File: config.mk
export PLATFORM = sky130hd
export DESIGN_NAME = decode_stage_flat
export DESIGN_NICKNAME = d
export VERILOG_FILES = /design/src/rtl/decode_stage_if.sv /design/src/rtl/decode_stage.sv /design/src/flat_wrapper.sv
export SDC_FILE = /design/constraint.sdc
export NUM_CORES = 1
export LEC_CHECK = 0
export BUFFER_PORTS_ARGS = -buffer_cell sky130_fd_sc_hd__buf_4
export CORE_UTILIZATION = 47
export CTS_BUF_LIST = sky130_fd_sc_hd__clkbuf_8
export CTS_CLUSTER_DIAMETER = 150
export DETAILED_ROUTE_END_ITERATION = 10
export HOLD_SLACK_MARGIN = 0.15
export PLACE_DENSITY = 0.86
export SLEW_MARGIN = 10
export SYNTH_ARGS = -nofsm -noshare
export SYNTH_HDL_FRONTEND = slang
export SYNTH_SLANG_ARGS = --single-unit
export TNS_END_PERCENT = 100
File: constraint.sdc
create_clock -name clk -period 1.8 [get_ports clk]
set_input_delay 0.36 -clock clk [delete_from_list [all_inputs] [get_ports clk]]
set_output_delay 0.36 -clock clk [all_outputs]
set_load 0.02 [all_outputs]
File: src/rtl/decode_stage_if.sv
// Handshake and decoded-field bundle between fetch, the decode stage and execute.
// The stage itself connects through the slave modport; the environment uses master.

interface decode_stage_if;
    logic        in_valid;
    logic        in_ready;
    logic [15:0] in_instr;
    logic [15:0] in_pc;
    logic        flush;

    logic        out_valid;
    logic        out_ready;
    logic [3:0]  out_opcode;
    logic [2:0]  out_ra;
    logic [2:0]  out_rb;
    logic [2:0]  out_rc;
    logic [8:0]  out_imm9;
    logic [15:0] out_imm_sext;
    logic        out_is_lui;
    logic [15:0] out_pc;
    logic        out_illegal;

    modport master (
        output in_valid, in_instr, in_pc, flush, out_ready,
        input  in_ready, out_valid, out_opcode, out_ra, out_rb, out_rc,
               out_imm9, out_imm_sext, out_is_lui, out_pc, out_illegal
    );

    modport slave (
        input  in_valid, in_instr, in_pc, flush, out_ready,
        output in_ready, out_valid, out_opcode, out_ra, out_rb, out_rc,
               out_imm9, out_imm_sext, out_is_lui, out_pc, out_illegal
    );
endinterface

File: src/rtl/decode_stage.sv
// Fetch-to-execute pipeline register with field decode and a 2-entry skid buffer.
// Optional illegal-opcode trap enabled by defining DECODE_ILLEGAL_TRAP_EN.

module decode_stage #(
    parameter logic [3:0] LUI_OPCODE    = 4'h3,
    parameter int         NUM_LEGAL_OPS = 12
) (
    input  logic           clk,
    input  logic           rst,
    decode_stage_if.slave  bus
);

    typedef enum logic [1:0] {
        EMPTY = 2'd0,
        ONE   = 2'd1,
        TWO   = 2'd2
    } state_e;

    typedef struct packed {
        logic [3:0]  opcode;
        logic [2:0]  ra;
        logic [2:0]  rb;
        logic [2:0]  rc;
        logic [8:0]  imm9;
        logic [15:0] imm_sext;
        logic        is_lui;
        logic [15:0] pc;
        logic        illegal;
    } entry_t;

    // An opcode field can never exceed 15, so 16 or more legal ops means none trap.
    if (NUM_LEGAL_OPS < 1 || NUM_LEGAL_OPS > 16) begin : g_num_legal_ops_out_of_range
    end

`ifdef DECODE_ILLEGAL_TRAP_EN
    localparam logic [4:0] NUM_LEGAL = 5'(NUM_LEGAL_OPS);
`endif

    function automatic entry_t decode(input logic [15:0] instr, input logic [15:0] pc);
        entry_t e;
        e.opcode   = instr[15:12];
        e.ra       = instr[11:9];
        e.rb       = instr[8:6];
        e.rc       = instr[5:3];
        e.imm9     = instr[8:0];
        e.imm_sext = {{10{instr[5]}}, instr[5:0]};
        e.is_lui   = (instr[15:12] == LUI_OPCODE);
        e.pc       = pc;
`ifdef DECODE_ILLEGAL_TRAP_EN
        e.illegal  = ({1'b0, instr[15:12]} >= NUM_LEGAL);
        // Trapped words execute as NOP; operand fields stay for trap reporting.
        if (e.illegal) begin
            e.opcode = 4'h0;
            e.is_lui = 1'b0;
        end
`else
        e.illegal  = 1'b0;
`endif
        return e;
    endfunction

    state_e state_q, state_d;
    logic   in_ready_q, in_ready_d;
    entry_t main_q, main_d;
    entry_t skid_q, skid_d;

    entry_t in_dec;
    logic   in_xfer;
    logic   out_xfer;

    // State register.
    always_ff @(posedge clk) begin
        // NOTE: non-blocking assignments keep every flop sampling pre-edge values.
        if (rst) begin
            state_q    <= EMPTY;
            in_ready_q <= 1'b0;
            main_q     <= '0;
        end else begin
            state_q    <= state_d;
            in_ready_q <= in_ready_d;
            main_q     <= main_d;
        end
    end

    // NOTE: the skid entry is only read while state is TWO, so it needs no reset.
    always_ff @(posedge clk) begin
        skid_q <= skid_d;
    end

    // Next-state and entry-write logic; decode happens here so outputs come from flops.
    always_comb begin
        // NOTE: every variable gets a default first so no path infers a latch.
        state_d  = state_q;
        main_d   = main_q;
        skid_d   = skid_q;
        in_dec   = decode(bus.in_instr, bus.in_pc);
        in_xfer  = bus.in_valid && in_ready_q;
        out_xfer = (state_q != EMPTY) && bus.out_ready;

        if (bus.flush) begin
            // An output transfer this cycle still completes; any offered input is dropped.
            state_d = EMPTY;
        end else begin
            unique case (state_q)
                EMPTY: begin
                    if (in_xfer) begin
                        state_d = ONE;
                        main_d  = in_dec;
                    end
                end
                ONE: begin
                    if (in_xfer && out_xfer) begin
                        main_d = in_dec;
                    end else if (in_xfer) begin
                        state_d = TWO;
                        skid_d  = in_dec;
                    end else if (out_xfer) begin
                        state_d = EMPTY;
                    end
                end
                TWO: begin
                    if (out_xfer) begin
                        state_d = ONE;
                        main_d  = skid_q;
                    end
                end
                default: state_d = EMPTY;
            endcase
        end

        in_ready_d = (state_d != TWO);
    end

    // Outputs.
    always_comb begin
        bus.in_ready     = in_ready_q;
        bus.out_valid    = (state_q != EMPTY);
        bus.out_opcode   = main_q.opcode;
        bus.out_ra       = main_q.ra;
        bus.out_rb       = main_q.rb;
        bus.out_rc       = main_q.rc;
        bus.out_imm9     = main_q.imm9;
        bus.out_imm_sext = main_q.imm_sext;
        bus.out_is_lui   = main_q.is_lui;
        bus.out_pc       = main_q.pc;
        bus.out_illegal  = main_q.illegal;
    end

endmodule

File: src/flat_wrapper.sv
// flat-port wrapper written by rule: the top's interface ports become plain ports
module decode_stage_flat 
#(
    parameter logic [3:0] LUI_OPCODE    = 4'h3,
    parameter int         NUM_LEGAL_OPS = 12
)
  (clk, rst, bus_in_valid, bus_in_instr, bus_in_pc, bus_flush, bus_out_ready, bus_in_ready, bus_out_valid, bus_out_opcode, bus_out_ra, bus_out_rb, bus_out_rc, bus_out_imm9, bus_out_imm_sext, bus_out_is_lui, bus_out_pc, bus_out_illegal);
  decode_stage_if bus_i ();
  input  logic clk;
  input  logic rst;
  input wire logic [$bits(bus_i.in_valid)-1:0] bus_in_valid;
  input wire logic [$bits(bus_i.in_instr)-1:0] bus_in_instr;
  input wire logic [$bits(bus_i.in_pc)-1:0] bus_in_pc;
  input wire logic [$bits(bus_i.flush)-1:0] bus_flush;
  input wire logic [$bits(bus_i.out_ready)-1:0] bus_out_ready;
  output wire logic [$bits(bus_i.in_ready)-1:0] bus_in_ready;
  output wire logic [$bits(bus_i.out_valid)-1:0] bus_out_valid;
  output wire logic [$bits(bus_i.out_opcode)-1:0] bus_out_opcode;
  output wire logic [$bits(bus_i.out_ra)-1:0] bus_out_ra;
  output wire logic [$bits(bus_i.out_rb)-1:0] bus_out_rb;
  output wire logic [$bits(bus_i.out_rc)-1:0] bus_out_rc;
  output wire logic [$bits(bus_i.out_imm9)-1:0] bus_out_imm9;
  output wire logic [$bits(bus_i.out_imm_sext)-1:0] bus_out_imm_sext;
  output wire logic [$bits(bus_i.out_is_lui)-1:0] bus_out_is_lui;
  output wire logic [$bits(bus_i.out_pc)-1:0] bus_out_pc;
  output wire logic [$bits(bus_i.out_illegal)-1:0] bus_out_illegal;
  assign bus_i.in_valid = bus_in_valid;
  assign bus_i.in_instr = bus_in_instr;
  assign bus_i.in_pc = bus_in_pc;
  assign bus_i.flush = bus_flush;
  assign bus_i.out_ready = bus_out_ready;
  assign bus_in_ready = bus_i.in_ready;
  assign bus_out_valid = bus_i.out_valid;
  assign bus_out_opcode = bus_i.out_opcode;
  assign bus_out_ra = bus_i.out_ra;
  assign bus_out_rb = bus_i.out_rb;
  assign bus_out_rc = bus_i.out_rc;
  assign bus_out_imm9 = bus_i.out_imm9;
  assign bus_out_imm_sext = bus_i.out_imm_sext;
  assign bus_out_is_lui = bus_i.out_is_lui;
  assign bus_out_pc = bus_i.out_pc;
  assign bus_out_illegal = bus_i.out_illegal;
  decode_stage #(.LUI_OPCODE(LUI_OPCODE), .NUM_LEGAL_OPS(NUM_LEGAL_OPS)) u_core (.clk(clk), .rst(rst), .bus(bus_i));
endmodule
### After elaboration in Yosys (flattened, before gate mapping)

Index checks and enable logic that the tools add are counted.

* latch bits: 0
* memory bits (read-only): 0
* flip-flop bits (word level): 104
* memory bits (writable): 0
* memories kept: 0
* input port bits: 37
* output and inout port bits: 58
* word-level logic and storage cells: 47

* bitwise logic cells: 2
* shift-type cells: 0
* equality and inequality tests: 7
* multiplexer cells: 11
* div/mod/pow operators: 0
* reduce and logical (&&, ||, !) cells: 8
* multiply operators: 0
* add/sub/neg operators: 0
* magnitude comparators: 0

Operator list (count)
* 56-bit 2-to-1 mux: 3
* 56-bit case mux with 3 select lines: 1
* 2-bit 2-to-1 mux: 6
* 2-bit by 1-bit inequality test with 1-bit output, second input constant: 3
* 2-bit case mux with 3 select lines: 1
* 5-bit AND reduction: 1
* 4-bit by 2-bit equality test with 1-bit output, second input constant: 1
* 4-bit AND reduction: 1
* 1-bit logical AND: 3
* 3-bit nonzero test: 1
* 2-bit by 1-bit equality test with 1-bit output, second input constant: 1
* 2-bit equality test, second input constant: 1
* 2-bit zero test: 1
* 2-bit inequality test, second input constant: 1
* 1-bit inverter: 2
* 2-bit nonzero test: 1

### Longest topological paths before layout

Gate-level depths: netlist of the first run.

* depth in word-level cells: 8
* gate-level depth with buffers: 6
* mapped depth without buffers: 4

### Worst setup path after synthesis of the first run

No wires, ideal clock.

* kind: reg-to-reg
* from: register u_core.in_ready_q, in the netlist u_core.bus.in_ready
* to: register u_core.skid_q[10] (netlist name), enable pin
* stages on the path, launching flop included: 3
* path slack: -117 ps
* library setup time: 393 ps
* arrival: 1524 ps
* path buffers: 0
* clock period less this slack: 1917 ps
* required time: 1407 ps
* path through: dfxtp_1 > and3b_1 > and3b_1

* word-level cells in the longest chain between the ends: 4

Ends and longest elaborated chain
* from (decl): line decode_stage.sv:63 `logic in_ready_q, in_ready_d;`
* from (signal assigned): line decode_stage.sv:80 `in_ready_q <= in_ready_d;`
* 1-bit logical AND *: line decode_stage.sv:97 `in_xfer = bus.in_valid && in_ready_q;`
* 1-bit logical AND: line decode_stage.sv:112 `if (in_xfer && out_xfer) begin`
* 1-bit inverter (no line)
* 4-bit AND reduction (no line) *
* to (signal assigned): line decode_stage.sv:87 `skid_q <= skid_d;`
* to (decl): line decode_stage.sv:65 `entry_t skid_q, skid_d;`

Every way passes the cells marked *; elsewhere a longest branch is shown, timed or not.
A chain may end at the register's enable or synchronous reset.

### Worst setup path in the final report of the first run

* from: register u_core.state_q[1]
* to: register u_core.main_q, in the netlist u_core.bus.out_imm9[7]

* word-level cells in the longest chain between the ends: 5
* elaborated cells on any way between the ends: 12
* classes of those cells: eq/ne (5); mux (1); reduce/logical (6)

Ends and longest elaborated chain
* from (decl): line decode_stage.sv:62 `state_e state_q, state_d;`
* from (signal assigned): line decode_stage.sv:79 `state_q <= state_d;`
* 2-bit nonzero test: line decode_stage.sv:98 `out_xfer = (state_q != EMPTY) && bus.out_ready;`
* 1-bit logical AND: line decode_stage.sv:98
* 1-bit logical AND: line decode_stage.sv:112
* 2-bit by 1-bit inequality test with 1-bit output (no line)
* 5-bit AND reduction (no line)
* to (signal assigned): line decode_stage.sv:81 `main_q <= main_d;`
* to (decl): line decode_stage.sv:64 `entry_t main_q, main_d;`

Parallel ways exist; a longest one is shown, timed or not.

==> results.cfg, run 1 <==
[die]
die_h_um = 80.0
die-area_mm2 = 0.00640
die_x_um = 80.0
row_count = 28
initial_core_util = 0.486
core-area_mm2 = 0.00589
pin_count = 95

[finish]
final_layout_size_suffix_gt1_frac = 0.432
nets = 340
num_antenna_cells = 0
fin_area_mm2 = 0.00375
synthToLayoutAreaGrowth_pct = 31.3

[synthesis]
ys_types = 24
synth-main-ff-cell = dfxtp_1
syn-cell-area_mm2 = 0.00286
syn_area_per_cell_um2 = 12.7
synthCells = 225
yosys_warnings = 0
syn_nets = 262
synthArstFlopShare = 0
synth-seq-cells = 69
ys_seq_area_frac = 0.599
synth_edf_count = 33

[power]
report.power.total_mw = 3.30
cellPowerDensity_mw_per_mm2 = 879
leakage_nw = 1.43
peakVddDrop_v = 0.000549

[route]
drc = 0
ant_nets = 0
wl_per_cell_um = 14.1
drt-total-wl_um = 5390
drt-initial-drc-count = 74
drt-pass1-iter-count = 4
vias = 1922
vias_per_cell = 5.02

[critical_path]
cp.depth = 6
regToRegSetupSlack_ns = 0.11
critPathLaunchType = register
crit_family = simple AND/OR/NAND/NOR gates
end_kind = register
critical_path.cell_chain = or4bb_1 -> o41ai_4 -> buf_6 -> buf_12 -> nor2_1 -> a211oi_1
cp_num_buf_inv = 2
cp_data_required_time_ns = 2.04
rr_worst_depth = 6
critPathKind = reg2reg
worstPathMaxFanout = 26
critPathSlowestCell = or4bb_1
critPathArrivalTime_ns = 1.93
slowest_delay_ns = 0.48

[clock_network]
clockRootBuffer = clkbuf_8
insertion_delay_ns = 0.33
numCtsBuffers = 9
cts_tree = built
clock_path_buffers = 2
ctsHtreeMaxLevel = 3
cts.sinks = 69
clk_pin_slew_ns = 0.08

[sta]
finalSetupViolCount = 0
tns_ns = 0
fin_crit_sh = 0.938
slew_violations = 0
rsz0062_at_grt = false
final-hold-violation-count = 0
fin_crit_ns = 1.69
fmax_ghz = 0.592
worst_clock_skew_ns = 0.00801

[grt]
grt_start_max_net_pins = 37
grt_overflow = 0
track_usage = 0.176
grtUsageMet3 = 0.0457
grt_pass1_wl_um = 8400
grt_use_met1 = 0.226
use_met2 = 0.282
busiest_layer = met2
grt_pass1_vias = 1811
antenna_found_initial = 0

[place]
postPlaceCellArea_mm2 = 0.00354
hpwlAfterDp_um = 3820
port-buffer-count = 93
place_congestion = 0.701

[outcome]
outcome = finished, final reports clean

[run]
cap_violations = 0

[hold_path]
hold_path.class = in2reg
hold_depth = 1
-- report_power, final --
group	switching, mW	leakage [nW]	internal (mW)
logic	0.218	0.740	0.199
clock network	0.544	0.0990	0.620
registers	0.0305	0.593	1.69
-- repair_timing --
action / CTS / global route
endpoints found under the setup margin: 12 / 7
endpoints found under the hold margin: 0 / 0
setup buffers: 2 / 0
gates resized for setup: 0 / 2
gates cloned: 0 / 0
hold buffers: 0 / 0
pin swaps: 1 / 0
-- cell usage in the layout, fill, tap and decap left out, drive strengths merged --
| cell type | instances |
|---|---|
| a211oi | 32 |
| a21oi | 2 |
| a311oi | 1 |
| and3b | 2 |
| buf | 105 |
| bufinv | 1 |
| clkbuf | 9 |
| clkinv | 3 |
| clkinvlp | 1 |
| conb | 1 |
| dfxtp | 36 |
| edfxtp | 33 |
| inv | 2 |
| mux2i | 33 |
| nand2 | 2 |
| nand2b | 1 |
| nor2 | 34 |
| nor2b | 3 |
| nor3 | 2 |
| nor4bb | 1 |
| o22a | 1 |
| o41ai | 1 |
| or2 | 1 |
| or4bb | 1 |
-- routing by layer --
| metal | part of all wire | routed length [µm] |
|---|---|---|
| met1 | 0.45 | 2430 |
| met2 | 0.47 | 2540 |
| met3 | 0.067 | 360 |
| met4 | 0.0093 | 50 |
| met5 | 0 | 0 |
-- Yosys cell counts (2+ instances only) --
| cell | number | share of area |
|---|---|---|
| dfxtp_1 | 36 | 0.25 |
| mux2i_1 | 33 | 0.12 |
| nor2_1 | 34 | 0.045 |
| nand2_1 | 2 | 0.0026 |
| buf_6 | 2 | 0.0079 |
| buf_4 | 26 | 0.068 |
| a211oi_1 | 22 | 0.058 |
| nor2b_1 | 3 | 0.0066 |
| a211oi_2 | 10 | 0.044 |
| and3b_1 | 2 | 0.0061 |
| nor3_1 | 2 | 0.0035 |
| clkbuf_1 | 3 | 0.0039 |
| edfxtp_1 | 33 | 0.35 |
| a21oi_1 | 2 | 0.0035 |
| buf_2 | 6 | 0.011 |
-- metrics by stage --
| step | util | hold WS, ns | setup WS [ns] | instances |
|---|---|---|---|---|
| 3_5_place_dp | 0.602 | 0.494 | -0.113 | 365 |
| 3_3_place_gp | 0.602 | 0.490 | -0.0117 | 365 |
| 6_report | 0.637 | 0.209 | 0.111 | 383 |
| 2_1_floorplan | - | 0.437 | 0.225 | 225 |
| 5_1_grt | 0.637 | 0.190 | 0.0163 | 383 |
| 4_1_cts | 0.636 | 0.197 | 0.0663 | 383 |
-- final cells by class --
type / instances / area, µm²
Clock inverter: 7 / 58.8
Timing Repair Buffer: 105 / 855
Multi-Input combinational cell: 118 / 908
Fill cell: 467 / 2130
Sequential cell: 69 / 1710
Tap cell: 75 / 93.8
Clock buffer: 9 / 124
-- kinds of logic after synthesis --
| group | Yosys count | share of synthesized area |
|---|---|---|
| DFF | 69 | 0.599 |
| muxes | 33 | 0.116 |
| other | 1 | 0.00131 |
| AOI/OAI and AO/OA | 37 | 0.117 |
| buffers and inverters | 38 | 0.0919 |
| and+or+nand+nor | 47 | 0.0753 |
-- worst paths after layout --
| check | from | endpoint |
|---|---|---|
| max | u_core.state_q[1] | u_core.bus.out_imm9[7] |
| min | bus_in_instr[5] | u_core.skid_q[39] |
| max reg2reg | u_core.state_q[1] | u_core.bus.out_imm9[7] |
| min reg2reg | u_core.bus.out_pc[11] | u_core.bus.out_pc[11] |
-- registers in the layout, indices dropped and copies added, names as in the netlist --
| name | cells |
|---|---|
| u_core.bus.out_imm_sext | 6 |
| u_core.bus.out_opcode | 4 |
| u_core.bus.out_imm9 | 3 |
| u_core.bus.out_is_lui | 1 |
| u_core.bus.in_ready | 1 |
| u_core.skid_q | 33 |
| u_core.state_q | 2 |
| u_core.bus.out_ra | 3 |
| u_core.bus.out_pc | 16 |
Power figures use the tool's default switching activity.
==> run 2, diff against run 1 <==
--- a/config.mk
+++ b/config.mk
@@ -6,12 +6,12 @@
 export NUM_CORES = 1
 export LEC_CHECK = 0
 export BUFFER_PORTS_ARGS = -buffer_cell sky130_fd_sc_hd__buf_4
-export CORE_UTILIZATION = 47
+export CORE_UTILIZATION = 30
 export CTS_BUF_LIST = sky130_fd_sc_hd__clkbuf_8
 export CTS_CLUSTER_DIAMETER = 150
 export DETAILED_ROUTE_END_ITERATION = 10
 export HOLD_SLACK_MARGIN = 0.15
-export PLACE_DENSITY = 0.86
+export PLACE_DENSITY = 0.62
 export SLEW_MARGIN = 10
 export SYNTH_ARGS = -nofsm -noshare
 export SYNTH_HDL_FRONTEND = slang
==> results.cfg, run 2 (same netlist as run 1, synthesis figures left out) <==
[outcome]
outcome = finished, final reports clean

[power]
leakage_nw = 1.42
peakVddDrop_v = 0.000369
cellPowerDensity_mw_per_mm2 = 878
report.power.total_mw = 3.33

[route]
vias_per_cell = 4.37
ant_nets = 0
drt-total-wl_um = 5600
wl_per_cell_um = 12.9
drt-initial-drc-count = 32
drt-pass1-iter-count = 3
drc = 0
vias = 1897

[sta]
slew_violations = 0
worst_slack_ns = 0.153
final-hold-violation-count = 0
tns_ns = 0
slew_headroom = 0.610
worst_pin_slew_ns = 0.576
rsz0062_at_grt = false
fin_crit_ns = 1.65
fin_crit_sh = 0.915
worst_clock_skew_ns = 0.0123
fmax_ghz = 0.607
finalSetupViolCount = 0

[place]
dp_worst_setup_slack_ns = 0.0118
hpwlAfterDp_um = 3680
port-buffer-count = 93
place_congestion = 0.673

[clock_network]
insertion_delay_ns = 0.34
holdBufCountCts = 0
clock_path_buffers = 2
numCtsBuffers = 9
clk_pin_slew_ns = 0.08
cts_tree = built
clockRootBuffer = clkbuf_8
cts.sinks = 69
ctsHtreeMaxLevel = 3

[grt]
grt_start_max_net_pins = 37
grt_overflow = 0
antenna_found_initial = 0
track_usage = 0.120
grt_pass1_wl_um = 9100
grt_pass1_vias = 1815

[finish]
largest_reg_flops = 33
nets = 337
final_cell_mix = buf_4 (96), dfxtp_1 (35), nor2_1 (34)
synthToLayoutAreaGrowth_pct = 33.0
num_antenna_cells = 0
regMostFlops = u_core.skid_q
fill_cells = 884
mostFrequentLayoutCell = buf_4
final_layout_size_suffix_gt1_frac = 0.436

[die]
die-area_mm2 = 0.00992
die_h_um = 99.6
initial_core_util = 0.309
row_count = 35
pin_count = 95
core-area_mm2 = 0.00924
die_x_um = 99.6

[critical_path]
cp_data_required_time_ns = 2.05
critPathArrivalTime_ns = 1.90
critPathSlowestCell = or4bb_1
worstPathMaxFanout = 32
critPathLaunchType = register
slowest_delay_ns = 0.55
end_kind = register
critPathKind = reg2reg
critical_path.cell_chain = or4bb_1 -> o41ai_4 -> buf_6 -> buf_12 -> nor2_1 -> a211oi_1

[hold_path]
hold_path.class = in2reg

[run]
cap_violations = 0
-- run 2: worst paths after layout --
| check | end | cells after the start | slack, ns | from |
|---|---|---|---|---|
| worst max-delay path | u_core.bus.out_imm9[6] | 6 | 0.15 | u_core.state_q[0] |
| worst min-delay path | u_core.skid_q[7] | 1 | 0.21 | bus_in_pc[6] |
| worst max register to register | u_core.bus.out_imm9[6] | 6 | 0.15 | u_core.state_q[0] |
| worst min register to register | u_core.bus.out_pc[8] | 2 | 0.50 | u_core.bus.out_pc[8] |
-- run 2: report_power, final --
part           switching [mW]  internal, mW  leakage (nW)
registers              0.0304          1.68         0.593
clock network           0.578         0.632        0.0987
logic                   0.214         0.195         0.723
total                   0.823          2.51          1.42
-- run 2: area by class of cell --
cell class / instances / area, µm² / share of cell area
clock buffers: 9 / 124 / 0.0326
clock inverters: 7 / 66.3 / 0.0175
multi-input cells: 118 / 903 / 0.238
flip-flops and latches: 69 / 1710 / 0.451
well taps: 129 / 161 / 0.0425
repair buffers: 102 / 832 / 0.219
-- run 2: what timing repair did --
action / 4_1_cts / 5_1_grt
gates resized for setup: 0 / 2
setup endpoints to repair: 0 / 12
buffers inserted: 0 / 2
-- run 2: metrics by stage --
stage                     cell area (µm²)   util  hold WS [ns]  instances
after floorplan                      2860      -         0.437        225
after global placement               3590  0.388         0.492        416
after detailed placement             3590  0.388         0.493        416
after CTS                            3780  0.409         0.186        432
after global routing                 3800  0.411         0.180        434
final                                3800  0.411         0.207        434
-- run 2: layer usage --
layer  vias to the layer above  wire, µm  part of all wire  track usage
met5                         -         0                 0            0
met4                         0        48            0.0086       0.0441
met3                         6       324             0.058       0.0401
met2                        69      2480              0.44        0.179
met1                       878      2740              0.49        0.162
li1                        944         -                 -            -
-- run 2: worst max-delay path, delay by kind of cell (launching register included) --
family	cells	cell delay, ns
simple gates	2	0.61
buf+inv	2	0.34
flops	1	0.33
compound gates	2	0.27
==> run 3, diff against run 2 <==
--- a/config.mk
+++ b/config.mk
@@ -5,13 +5,14 @@
 export SDC_FILE = /design/constraint.sdc
 export NUM_CORES = 1
 export LEC_CHECK = 0
-export BUFFER_PORTS_ARGS = -buffer_cell sky130_fd_sc_hd__buf_4
+export CAP_MARGIN = 20
 export CORE_UTILIZATION = 30
 export CTS_BUF_LIST = sky130_fd_sc_hd__clkbuf_8
 export CTS_CLUSTER_DIAMETER = 150
 export DETAILED_ROUTE_END_ITERATION = 10
+export DONT_BUFFER_PORTS = 1
 export HOLD_SLACK_MARGIN = 0.15
-export PLACE_DENSITY = 0.62
+export PLACE_DENSITY = 0.53
 export SLEW_MARGIN = 10
 export SYNTH_ARGS = -nofsm -noshare
 export SYNTH_HDL_FRONTEND = slang
==> constraint.sdc (replaced) <==
create_clock -name clk -period 1.8 [get_ports clk]
set_input_delay 0.36 -clock clk [delete_from_list [all_inputs] [get_ports clk]]
set_output_delay 0.36 -clock clk [all_outputs]
set_load 0.1 [all_outputs]
==> results.cfg, run 3 (same netlist as run 1, synthesis figures left out) <==
[critical_path]
worstPathMaxFanout = 8
cp_num_buf_inv = 1
regToRegSetupSlack_ns = 0.11
critPathSlowestCell = buf_16
rr_worst_depth = 5
slowest_delay_ns = 0.63
cp_data_required_time_ns = 1.44
critPathLaunchType = register
startpoint = u_core.bus.out_imm_sext[14]
r2r_start = u_core.state_q[1]
end_kind = output pin
critPathKind = reg2out
crit_family = buffers and inverters
r2r_end = u_core.bus.out_pc[11]
critical_path.cell_chain = buf_16
critPathArrivalTime_ns = 1.36

[die]
core-area_mm2 = 0.00924
row_count = 35
pin_count = 95
initial_core_util = 0.309
die_h_um = 99.6
die_x_um = 99.6
die-area_mm2 = 0.00992

[clock_network]
cts_tree = built
clockRootBuffer = clkbuf_8
clock_path_buffers = 2
ctsHtreeMaxLevel = 3
insertion_delay_ns = 0.35
cts.sinks = 69
clk_pin_slew_ns = 0.09
numCtsBuffers = 9

[sta]
fin_crit_sh = 0.957
finalSetupViolCount = 0
worst_slack_ns = 0.0779
tns_ns = 0
worst_pin_slew_ns = 0.544
slew_headroom = 0.636
fmax_ghz = 0.581
final-hold-violation-count = 0
slew_violations = 0
fin_crit_ns = 1.72
worst_clock_skew_ns = 0.00520
rsz0062_at_grt = false

[route]
drt-total-wl_um = 6170
drc = 0
vias = 1807
wl_per_cell_um = 15.0
vias_per_cell = 4.41
ant_nets = 0
drt-pass1-iter-count = 4
drt-initial-drc-count = 36

[finish]
final_layout_size_suffix_gt1_frac = 0.299
largest_reg_flops = 33
final_cell_mix = nor2_1 (34), dlygate4sd3_1 (34), mux2i_1 (33), edfxtp_1 (33), buf_4 (28)
synthToLayoutAreaGrowth_pct = 35.9
stdcell_count = 410
num_antenna_cells = 0
nets = 313
regMostFlops = u_core.skid_q
post-route-util = 0.420

[grt]
grt_overflow = 0
antenna_found_initial = 0
grt_pass1_vias = 1894
use_met2 = 0.212
grtUsageMet3 = 0.0401
track_usage = 0.133
busiest_layer = met2
grt_pass1_wl_um = 9830
grt_use_met1 = 0.167
grt_start_max_net_pins = 37

[outcome]
outcome = finished, final reports clean

[place]
port-buffer-count = 0
place_congestion = 0.636
dp_cells = 358
dp_worst_setup_slack_ns = 0.110
hpwlAfterDp_um = 3680

[hold_path]
worst_hold_path.endpoint = u_core.bus.out_imm9[6]
hold_depth = 2
hp-start = bus_in_instr[6]
hold_path.class = in2reg

[power]
peakVddDrop_v = 0.000427
cellPowerDensity_mw_per_mm2 = 966
leakage_nw = 1.31

[run]
cap_violations = 0
-- run 3: worst max path at each step --
stage	endpoint	slack, ns	cells past startpoint
CTS	bus_out_imm_sext[10]	0.009	1
finish	bus_out_imm_sext[11]	0.08	1
floorplan	bus_out_imm_sext[3]	0.05	1
global route	u_core.bus.out_pc[9]	0.009	5
global placement	u_core.bus.out_imm9[6]	0.17	5
detailed placement	u_core.bus.out_pc[11]	0.11	5
-- run 3: repair_timing --
action,in CTS,in global routing
buffers inserted,0,1
setup endpoints to repair,8,8
hold endpoints to repair,68,0
gates resized for setup,1,0
hold buffers,35,0
-- run 3: area by class of cell --
type / instances / area (µm²)
repair buffers: 78 / 901
well taps: 129 / 161
multi-input cells: 118 / 906
fillers: 879 / 5360
clock inverters: 7 / 63.8
clock buffers: 9 / 124
flip-flops and latches: 69 / 1730
-- run 3: report_power, final --
part | total, mW | switching [mW] | internal (mW) | leakage, nW
registers | 1.71 | 0.0219 | 1.68 | 0.597
logic | 0.837 | 0.628 | 0.210 | 0.619
clock network | 1.21 | 0.676 | 0.533 | 0.0907
total | 3.75 | 1.33 | 2.43 | 1.31
-- run 3: per-layer routing --
layer  wire length (µm)  vias up
met1               2850      846
met5                  0        -
met2               2950       56
met3                302        7
li1                   -      898
met4                 61        0
-- run 3: through the flow --
step	instance area, µm²	power, mW	hold slack (ns)
floorplan	2870	2.40	0.437
global placement	3320	2.49	0.428
detailed placement	3320	2.50	0.428
CTS	3880	3.82	0.212
global route	3880	3.91	0.213
finish	3880	3.75	0.237
